`config.mk`:
```
export PLATFORM = sky130hd
export DESIGN_NAME = input_buffer_array_flat
export DESIGN_NICKNAME = d
export VERILOG_FILES = /design/src/rtl/input_buffer_array_if.sv /design/src/rtl/input_buffer_array.sv /design/src/flat_wrapper.sv
export SDC_FILE = /design/constraint.sdc
export NUM_CORES = 1
export LEC_CHECK = 0
export ABC_AREA = 1
export CORE_AREA = 5 5 260 262
export DETAILED_ROUTE_END_ITERATION = 6
export DIE_AREA = 0 0 265 267
export SYNTH_ARGS = -nofsm -noshare
export SYNTH_HDL_FRONTEND = slang
export SYNTH_SLANG_ARGS = --single-unit
```
`constraint.sdc`:
```
create_clock -name i_clk -period 3.8 [get_ports i_clk]
set_input_delay 0.76 -clock i_clk [delete_from_list [all_inputs] [get_ports i_clk]]
set_output_delay 0.76 -clock i_clk [all_outputs]
set_load 0.01 [all_outputs]
```
`src/rtl/input_buffer_array_if.sv`:
```
// Row-FIFO bus for input_buffer_array: push/pop requests, head row, skewed wavefront and status.
interface input_buffer_array_if #(
   parameter int unsigned DATA_WIDTH = 8,
   parameter int unsigned NUM_LANES  = 4,
   parameter int unsigned ADDR_WIDTH = 3
);
   localparam int unsigned ROW_W = NUM_LANES * DATA_WIDTH;

   logic                 i_wr;
   logic [ROW_W-1:0]     i_wr_data;
   logic                 i_rd;
   logic                 i_flush;
   logic                 i_clr_err;
   logic [ROW_W-1:0]     o_head_data;
   logic [ROW_W-1:0]     o_skew_data;
   logic [NUM_LANES-1:0] o_skew_valid;
   logic [ADDR_WIDTH:0]  o_count;
   logic                 o_is_empty;
   logic                 o_is_full;
   logic                 o_almost_full;
   logic                 o_almost_empty;
   logic                 o_overflow;
   logic                 o_underflow;

   modport master (
      output i_wr, i_wr_data, i_rd, i_flush, i_clr_err,
      input  o_head_data, o_skew_data, o_skew_valid, o_count, o_is_empty, o_is_full,
      input  o_almost_full, o_almost_empty, o_overflow, o_underflow
   );

   modport slave (
      input  i_wr, i_wr_data, i_rd, i_flush, i_clr_err,
      output o_head_data, o_skew_data, o_skew_valid, o_count, o_is_empty, o_is_full,
      output o_almost_full, o_almost_empty, o_overflow, o_underflow
   );
endinterface

```
`src/rtl/input_buffer_array.sv`:
```
// Multi-lane row FIFO feeding one systolic-array edge, with a diagonally skewed pop output
// (lane k delayed k+1 cycles), occupancy flags and sticky error flags.
module input_buffer_array #(
   parameter int unsigned DATA_WIDTH = 8,
   parameter int unsigned NUM_LANES  = 4,
   parameter int unsigned ADDR_WIDTH = 3,
   parameter int unsigned AF_THRESH  = 6,
   parameter int unsigned AE_THRESH  = 1
) (
   input logic                 i_clk,
   input logic                 i_rst_n,
   input_buffer_array_if.slave bus
);
   localparam int unsigned DEPTH = 2 ** ADDR_WIDTH;
   localparam int unsigned ROW_W = NUM_LANES * DATA_WIDTH;
   localparam logic [ADDR_WIDTH:0] DEPTH_C = (ADDR_WIDTH + 1)'(DEPTH);
   localparam logic [ADDR_WIDTH:0] AF_C    = (ADDR_WIDTH + 1)'(AF_THRESH);
   localparam logic [ADDR_WIDTH:0] AE_C    = (ADDR_WIDTH + 1)'(AE_THRESH);

   if (AF_THRESH < 1 || AF_THRESH > DEPTH) begin : g_bad_af
      $error("AF_THRESH must lie in 1..DEPTH");
   end
   if (AE_THRESH > DEPTH - 1) begin : g_bad_ae
      $error("AE_THRESH must lie in 0..DEPTH-1");
   end
   if (NUM_LANES < 1) begin : g_bad_lanes
      $error("NUM_LANES must be at least 1");
   end

   logic [ROW_W-1:0]      mem_q [DEPTH];
   logic [ADDR_WIDTH-1:0] wr_ptr_q, rd_ptr_q;
   logic [ADDR_WIDTH:0]   count_q, count_d;
   logic                  ovf_q, ovf_d, udf_q, udf_d;
   logic                  is_empty, is_full;
   logic                  rd_accept, wr_accept, do_rd, do_wr;
   logic [ROW_W-1:0]      head_data;

   logic [NUM_LANES-1:0][DATA_WIDTH-1:0] skew_data;
   logic [NUM_LANES-1:0]                 skew_valid;

   assign is_empty  = (count_q == '0);
   assign is_full   = (count_q == DEPTH_C);
   assign rd_accept = bus.i_rd && !is_empty;
   // A pop frees a slot in the same cycle, so a full FIFO still accepts a paired write.
   assign wr_accept = bus.i_wr && (!is_full || rd_accept);
   assign do_rd     = rd_accept && !bus.i_flush;
   assign do_wr     = wr_accept && !bus.i_flush;
   assign head_data = mem_q[rd_ptr_q];

   always_comb begin
      count_d = count_q;
      case ({do_wr, do_rd})
         2'b10:   count_d = count_q + (ADDR_WIDTH + 1)'(1);
         2'b01:   count_d = count_q - (ADDR_WIDTH + 1)'(1);
         default: count_d = count_q;
      endcase
   end

   // Set beats clear when both happen in the same cycle.
   always_comb begin
      ovf_d = ovf_q;
      udf_d = udf_q;
      if (bus.i_clr_err) begin
         ovf_d = 1'b0;
         udf_d = 1'b0;
      end
      if (bus.i_wr && !wr_accept && !bus.i_flush) ovf_d = 1'b1;
      if (bus.i_rd && is_empty && !bus.i_flush)   udf_d = 1'b1;
   end

   always_ff @(posedge i_clk) begin
      if (!i_rst_n) begin
         wr_ptr_q <= '0;
         rd_ptr_q <= '0;
         count_q  <= '0;
         ovf_q    <= 1'b0;
         udf_q    <= 1'b0;
         for (int i = 0; i < DEPTH; i++) mem_q[i] <= '0;
      end else begin
         ovf_q <= ovf_d;
         udf_q <= udf_d;
         if (bus.i_flush) begin
            wr_ptr_q <= '0;
            rd_ptr_q <= '0;
            count_q  <= '0;
         end else begin
            if (do_wr) begin
               mem_q[wr_ptr_q] <= bus.i_wr_data;
               wr_ptr_q        <= wr_ptr_q + ADDR_WIDTH'(1);
            end
            if (do_rd) rd_ptr_q <= rd_ptr_q + ADDR_WIDTH'(1);
            count_q <= count_d;
         end
      end
   end

   for (genvar k = 0; k < NUM_LANES; k++) begin : g_lane
      logic [DATA_WIDTH-1:0] sd_q [k+1];
      logic                  sv_q [k+1];

      always_ff @(posedge i_clk) begin
         if (!i_rst_n) begin
            for (int j = 0; j <= k; j++) begin
               sd_q[j] <= '0;
               sv_q[j] <= 1'b0;
            end
         end else if (bus.i_flush) begin
            for (int j = 0; j <= k; j++) sv_q[j] <= 1'b0;
         end else begin
            sd_q[0] <= head_data[k*DATA_WIDTH +: DATA_WIDTH];
            sv_q[0] <= rd_accept;
            for (int j = 1; j <= k; j++) begin
               sd_q[j] <= sd_q[j-1];
               sv_q[j] <= sv_q[j-1];
            end
         end
      end

      assign skew_data[k]  = sd_q[k];
      assign skew_valid[k] = sv_q[k];
   end

   assign bus.o_head_data    = head_data;
   assign bus.o_skew_data    = skew_data;
   assign bus.o_skew_valid   = skew_valid;
   assign bus.o_count        = count_q;
   assign bus.o_is_empty     = is_empty;
   assign bus.o_is_full      = is_full;
   assign bus.o_almost_full  = (count_q >= AF_C);
   assign bus.o_almost_empty = (count_q <= AE_C);
   assign bus.o_overflow     = ovf_q;
   assign bus.o_underflow    = udf_q;
endmodule

```
`src/flat_wrapper.sv`:
```
// flat-port wrapper written by rule: the top's interface ports become plain ports
module input_buffer_array_flat 
#(
   parameter int unsigned DATA_WIDTH = 8,
   parameter int unsigned NUM_LANES  = 4,
   parameter int unsigned ADDR_WIDTH = 3,
   parameter int unsigned AF_THRESH  = 6,
   parameter int unsigned AE_THRESH  = 1
)
  (i_clk, i_rst_n, bus_i_wr, bus_i_wr_data, bus_i_rd, bus_i_flush, bus_i_clr_err, bus_o_head_data, bus_o_skew_data, bus_o_skew_valid, bus_o_count, bus_o_is_empty, bus_o_is_full, bus_o_almost_full, bus_o_almost_empty, bus_o_overflow, bus_o_underflow);
  input_buffer_array_if #(.DATA_WIDTH(DATA_WIDTH), .NUM_LANES(NUM_LANES), .ADDR_WIDTH(ADDR_WIDTH)) bus_i ();
  input logic i_clk;
  input logic i_rst_n;
  input wire logic [$bits(bus_i.i_wr)-1:0] bus_i_wr;
  input wire logic [$bits(bus_i.i_wr_data)-1:0] bus_i_wr_data;
  input wire logic [$bits(bus_i.i_rd)-1:0] bus_i_rd;
  input wire logic [$bits(bus_i.i_flush)-1:0] bus_i_flush;
  input wire logic [$bits(bus_i.i_clr_err)-1:0] bus_i_clr_err;
  output wire logic [$bits(bus_i.o_head_data)-1:0] bus_o_head_data;
  output wire logic [$bits(bus_i.o_skew_data)-1:0] bus_o_skew_data;
  output wire logic [$bits(bus_i.o_skew_valid)-1:0] bus_o_skew_valid;
  output wire logic [$bits(bus_i.o_count)-1:0] bus_o_count;
  output wire logic [$bits(bus_i.o_is_empty)-1:0] bus_o_is_empty;
  output wire logic [$bits(bus_i.o_is_full)-1:0] bus_o_is_full;
  output wire logic [$bits(bus_i.o_almost_full)-1:0] bus_o_almost_full;
  output wire logic [$bits(bus_i.o_almost_empty)-1:0] bus_o_almost_empty;
  output wire logic [$bits(bus_i.o_overflow)-1:0] bus_o_overflow;
  output wire logic [$bits(bus_i.o_underflow)-1:0] bus_o_underflow;
  assign bus_i.i_wr = bus_i_wr;
  assign bus_i.i_wr_data = bus_i_wr_data;
  assign bus_i.i_rd = bus_i_rd;
  assign bus_i.i_flush = bus_i_flush;
  assign bus_i.i_clr_err = bus_i_clr_err;
  assign bus_o_head_data = bus_i.o_head_data;
  assign bus_o_skew_data = bus_i.o_skew_data;
  assign bus_o_skew_valid = bus_i.o_skew_valid;
  assign bus_o_count = bus_i.o_count;
  assign bus_o_is_empty = bus_i.o_is_empty;
  assign bus_o_is_full = bus_i.o_is_full;
  assign bus_o_almost_full = bus_i.o_almost_full;
  assign bus_o_almost_empty = bus_i.o_almost_empty;
  assign bus_o_overflow = bus_i.o_overflow;
  assign bus_o_underflow = bus_i.o_underflow;
  input_buffer_array #(.DATA_WIDTH(DATA_WIDTH), .NUM_LANES(NUM_LANES), .ADDR_WIDTH(ADDR_WIDTH), .AF_THRESH(AF_THRESH), .AE_THRESH(AE_THRESH)) u_core (.i_clk(i_clk), .i_rst_n(i_rst_n), .bus(bus_i));
endmodule
```
==> results.txt <==
Status: finished, final reports clean
Number of warnings reported in the yosys synthesis log: 0
Post-route clock period utilization: 0.942
Number of gates given a new drive strength after cts: 0
Portion of the post-synthesis area used by sequential elements: 0.657
Boundary pin count: 116
Most frequent cells in the layout: sky130_fd_sc_hd__nand2_1 (499), sky130_fd_sc_hd__edfxtp_1 (342), sky130_fd_sc_hd__nor2_1 (329), sky130_fd_sc_hd__inv_1 (196), sky130_fd_sc_hd__clkdlybuf4s50_1 (115)
Synthesized netlist cell count: 1676
Fraction of final layout cells with drive strength greater than 1: 0.0656
Most common cell after layout, fill and taps aside: sky130_fd_sc_hd__nand2_1
Std cell rows: 94
Minimum clock period: 3.58 ns
Global-route wire length before repair: 65100 µm
Post-synth ARST share: 0
Clock Skew: 0.0174 ns
Chain of cells forming the critical path: buf_4 -> nand2_1 -> nand2_1 -> nand2_1 -> nand3_1 -> nand2_1 -> inv_1 -> clkdlybuf4s50_1
Stage delay of the slowest cell on the critical path: 0.63 ns
Worst voltage drop across the vdd grid: 0.275 mV
Initial detailed-routing violation count: 637
Average cell area after synthesis: 9.61 µm²
Achievable Freq: 279 MHz
Element type at the critical path start: register
Total Routing Usage GR: 0.117
Final hold violations: 0
PwrDens: 451 nW/µm²
Placed standard-cell area: 18200 µm²
DRT antenna net count: 0
Initial Utilization: 0.247
Number of distinct standard cells referenced by the synthesized netlist: 25
Primary FF master, synth: sky130_fd_sc_hd__edfxtp_1
Aggregate negative setup slack: 0 ns
Worst EP arrival: 2.82 ns
Max Root-Sink Buffers: 3
Cell area after layout: 19400 µm²
CTS tree: done
Cell repeated most along the worst path: sky130_fd_sc_hd__nand2_1
Net count of the finished layout: 1814
Number of max-cap violations: 0
Number of levels in the clock H-tree: 2
CTS Root Buffer Type: sky130_fd_sc_hd__clkbuf_16
Diodes inserted: 0
Maximum fanout count along the critical path: 44
Via count of the first global-routing pass: 11200
Required time of the critical path: 3.04 ns
Total vias in the final route: 11400
Final count of pins violating max slew: 0
DIE WIDTH: 265 µm
Post-Route Hold Slack: 0.473 ns
Setup repair after global routing missed its margin: false
Max-Slew Margin vs Limit: 0.502
Number of remaining DRC errors: 0
Critical path's slowest cell: sky130_fd_sc_hd__dfxtp_4
Later-pin clock latency in the skew report: 0.55 ns
Placer Congestion: 0.759
Hold buffers post-CTS: 0
Die boundary height: 267 µm
Sum of routed wire length over all layers: 42500 µm
Cell area after synthesis: 16100 µm²
WS Path Type: reg2out
Hold Path Class: reg2reg
Clock transition at the registers of the reported paths: 0.06 ns
Area growth syn-to-layout: 20.1%
TritonCTS Buffers: 39
Core area: 65200 µm²
# clock sinks: 358
Endpoint kind of the worst setup timing path: output pin
DR pass1 iterations: 5
Wirelength per Cell: 15.9 µm
Actual transition at the worst max-transition pin: 0.747 ns
Overall die area: 70800 µm²
Leakage power: 0.00817 µW
Number of buffers added for setup after CTS: 0
HPWL after DPL: 25200 µm
Final setup fails: 0
Initial antenna violation count: 2
Port bufs: 115
Flop and latch count out of synthesis: 358
Maximum number of pins on one net before global-route repair: 71
Gr ovfl total: 0
Via/cell ratio: 4.27
Number of enable-type register cells in the synthesized netlist: 342
-- flip-flops by register name, summed over array words and instances, names as in the netlist, named ones only --
name                    cells
u_core.bus.o_overflow       1
u_core.g_lane.sd_q         80
u_core.bus.o_underflow      1
u_core.bus.o_count          4
u_core.rd_ptr_q             3
u_core.g_lane.sv_q          7
u_core.wr_ptr_q             3
u_core.mem_q              256
-- layout make-up --
cell class	count	area (µm²)
Inverter	200	754
Timing Repair Buffer	150	1500
Clock buffer	46	1000
Sequential cell	358	10600
Tap cell	864	1080
Fill cell	6757	45800
Multi-Input combinational cell	1020	4220
Clock inverter	26	196
-- cells by family after synthesis --
logic type / share of synthesized area
buf+inv: 0.0842
xor+xnor: 0.00163
compound gates: 0.00528
other cells: 0.000233
simple gates: 0.246
fa+ha+maj: 0.00544
flops: 0.657
-- metrics by stage --
step	utilization	power (µW)	cells	worst slack (ns)
after floorplan	-	4920	1681	0.707
after global placement	0.279	5210	2592	0.811
after detailed placement	0.279	5230	2592	0.793
after CTS	0.297	8830	2664	0.190
after global routing	0.297	9040	2664	0.0532
final	0.297	8730	2664	0.221
-- Yosys cell counts (7+ instances only) --
master	n	area (µm²)
sky130_fd_sc_hd__a21oi_1	11	55.1
sky130_fd_sc_hd__buf_1	14	52.6
sky130_fd_sc_hd__buf_2	31	155
sky130_fd_sc_hd__buf_4	18	135
sky130_fd_sc_hd__buf_6	15	169
sky130_fd_sc_hd__clkbuf_1	25	93.8
sky130_fd_sc_hd__dfxtp_1	16	320
sky130_fd_sc_hd__edfxtp_1	342	10300
sky130_fd_sc_hd__ha_1	7	87.6
sky130_fd_sc_hd__inv_1	197	739
sky130_fd_sc_hd__nand2_1	508	1910
sky130_fd_sc_hd__nand3_1	101	505
sky130_fd_sc_hd__nor2_1	329	1230
sky130_fd_sc_hd__nor3_1	34	170
-- per-layer routing --
layer / part of all wire / wire [µm] / global-route usage / vias up
li1: - / - / - / 5477
met1: 0.42 / 18000 / 0.150 / 5473
met2: 0.49 / 20800 / 0.203 / 330
met3: 0.057 / 2440 / 0.0198 / 82
met4: 0.028 / 1200 / 0.0396 / 4
met5: 0.00049 / 21 / 0 / -
-- critical path: cells and delay by family (launching register included) --
| family | cells | cell delay [ns] |
|---|---|---|
| buffers and inverters | 3 | 1.12 |
| AND/OR/NAND/NOR | 5 | 0.47 |
| flip-flops | 1 | 0.63 |
-- path summary, 6_finish.rpt --
check	slack (ns)	start	end	cells after the start
max	0.22	register	bus_o_head_data[14]	8
min	0.47	u_core.g_lane[3].sv_q[1]	u_core.g_lane[3].sv_q[2]	2
max reg2reg	1.37	u_core.bus.o_count[1]	u_core.mem_q[4][25]	10
min reg2reg	0.47	u_core.g_lane[3].sv_q[1]	u_core.g_lane[3].sv_q[2]	2
-- report_power, final --
part / internal [µW] / switching, µW / total, µW
registers: 4480 / 48.7 / 4530
logic: 218 / 381 / 599
clock network: 2040 / 1560 / 3600
Note: power is estimated with default switching activity, not from simulation.
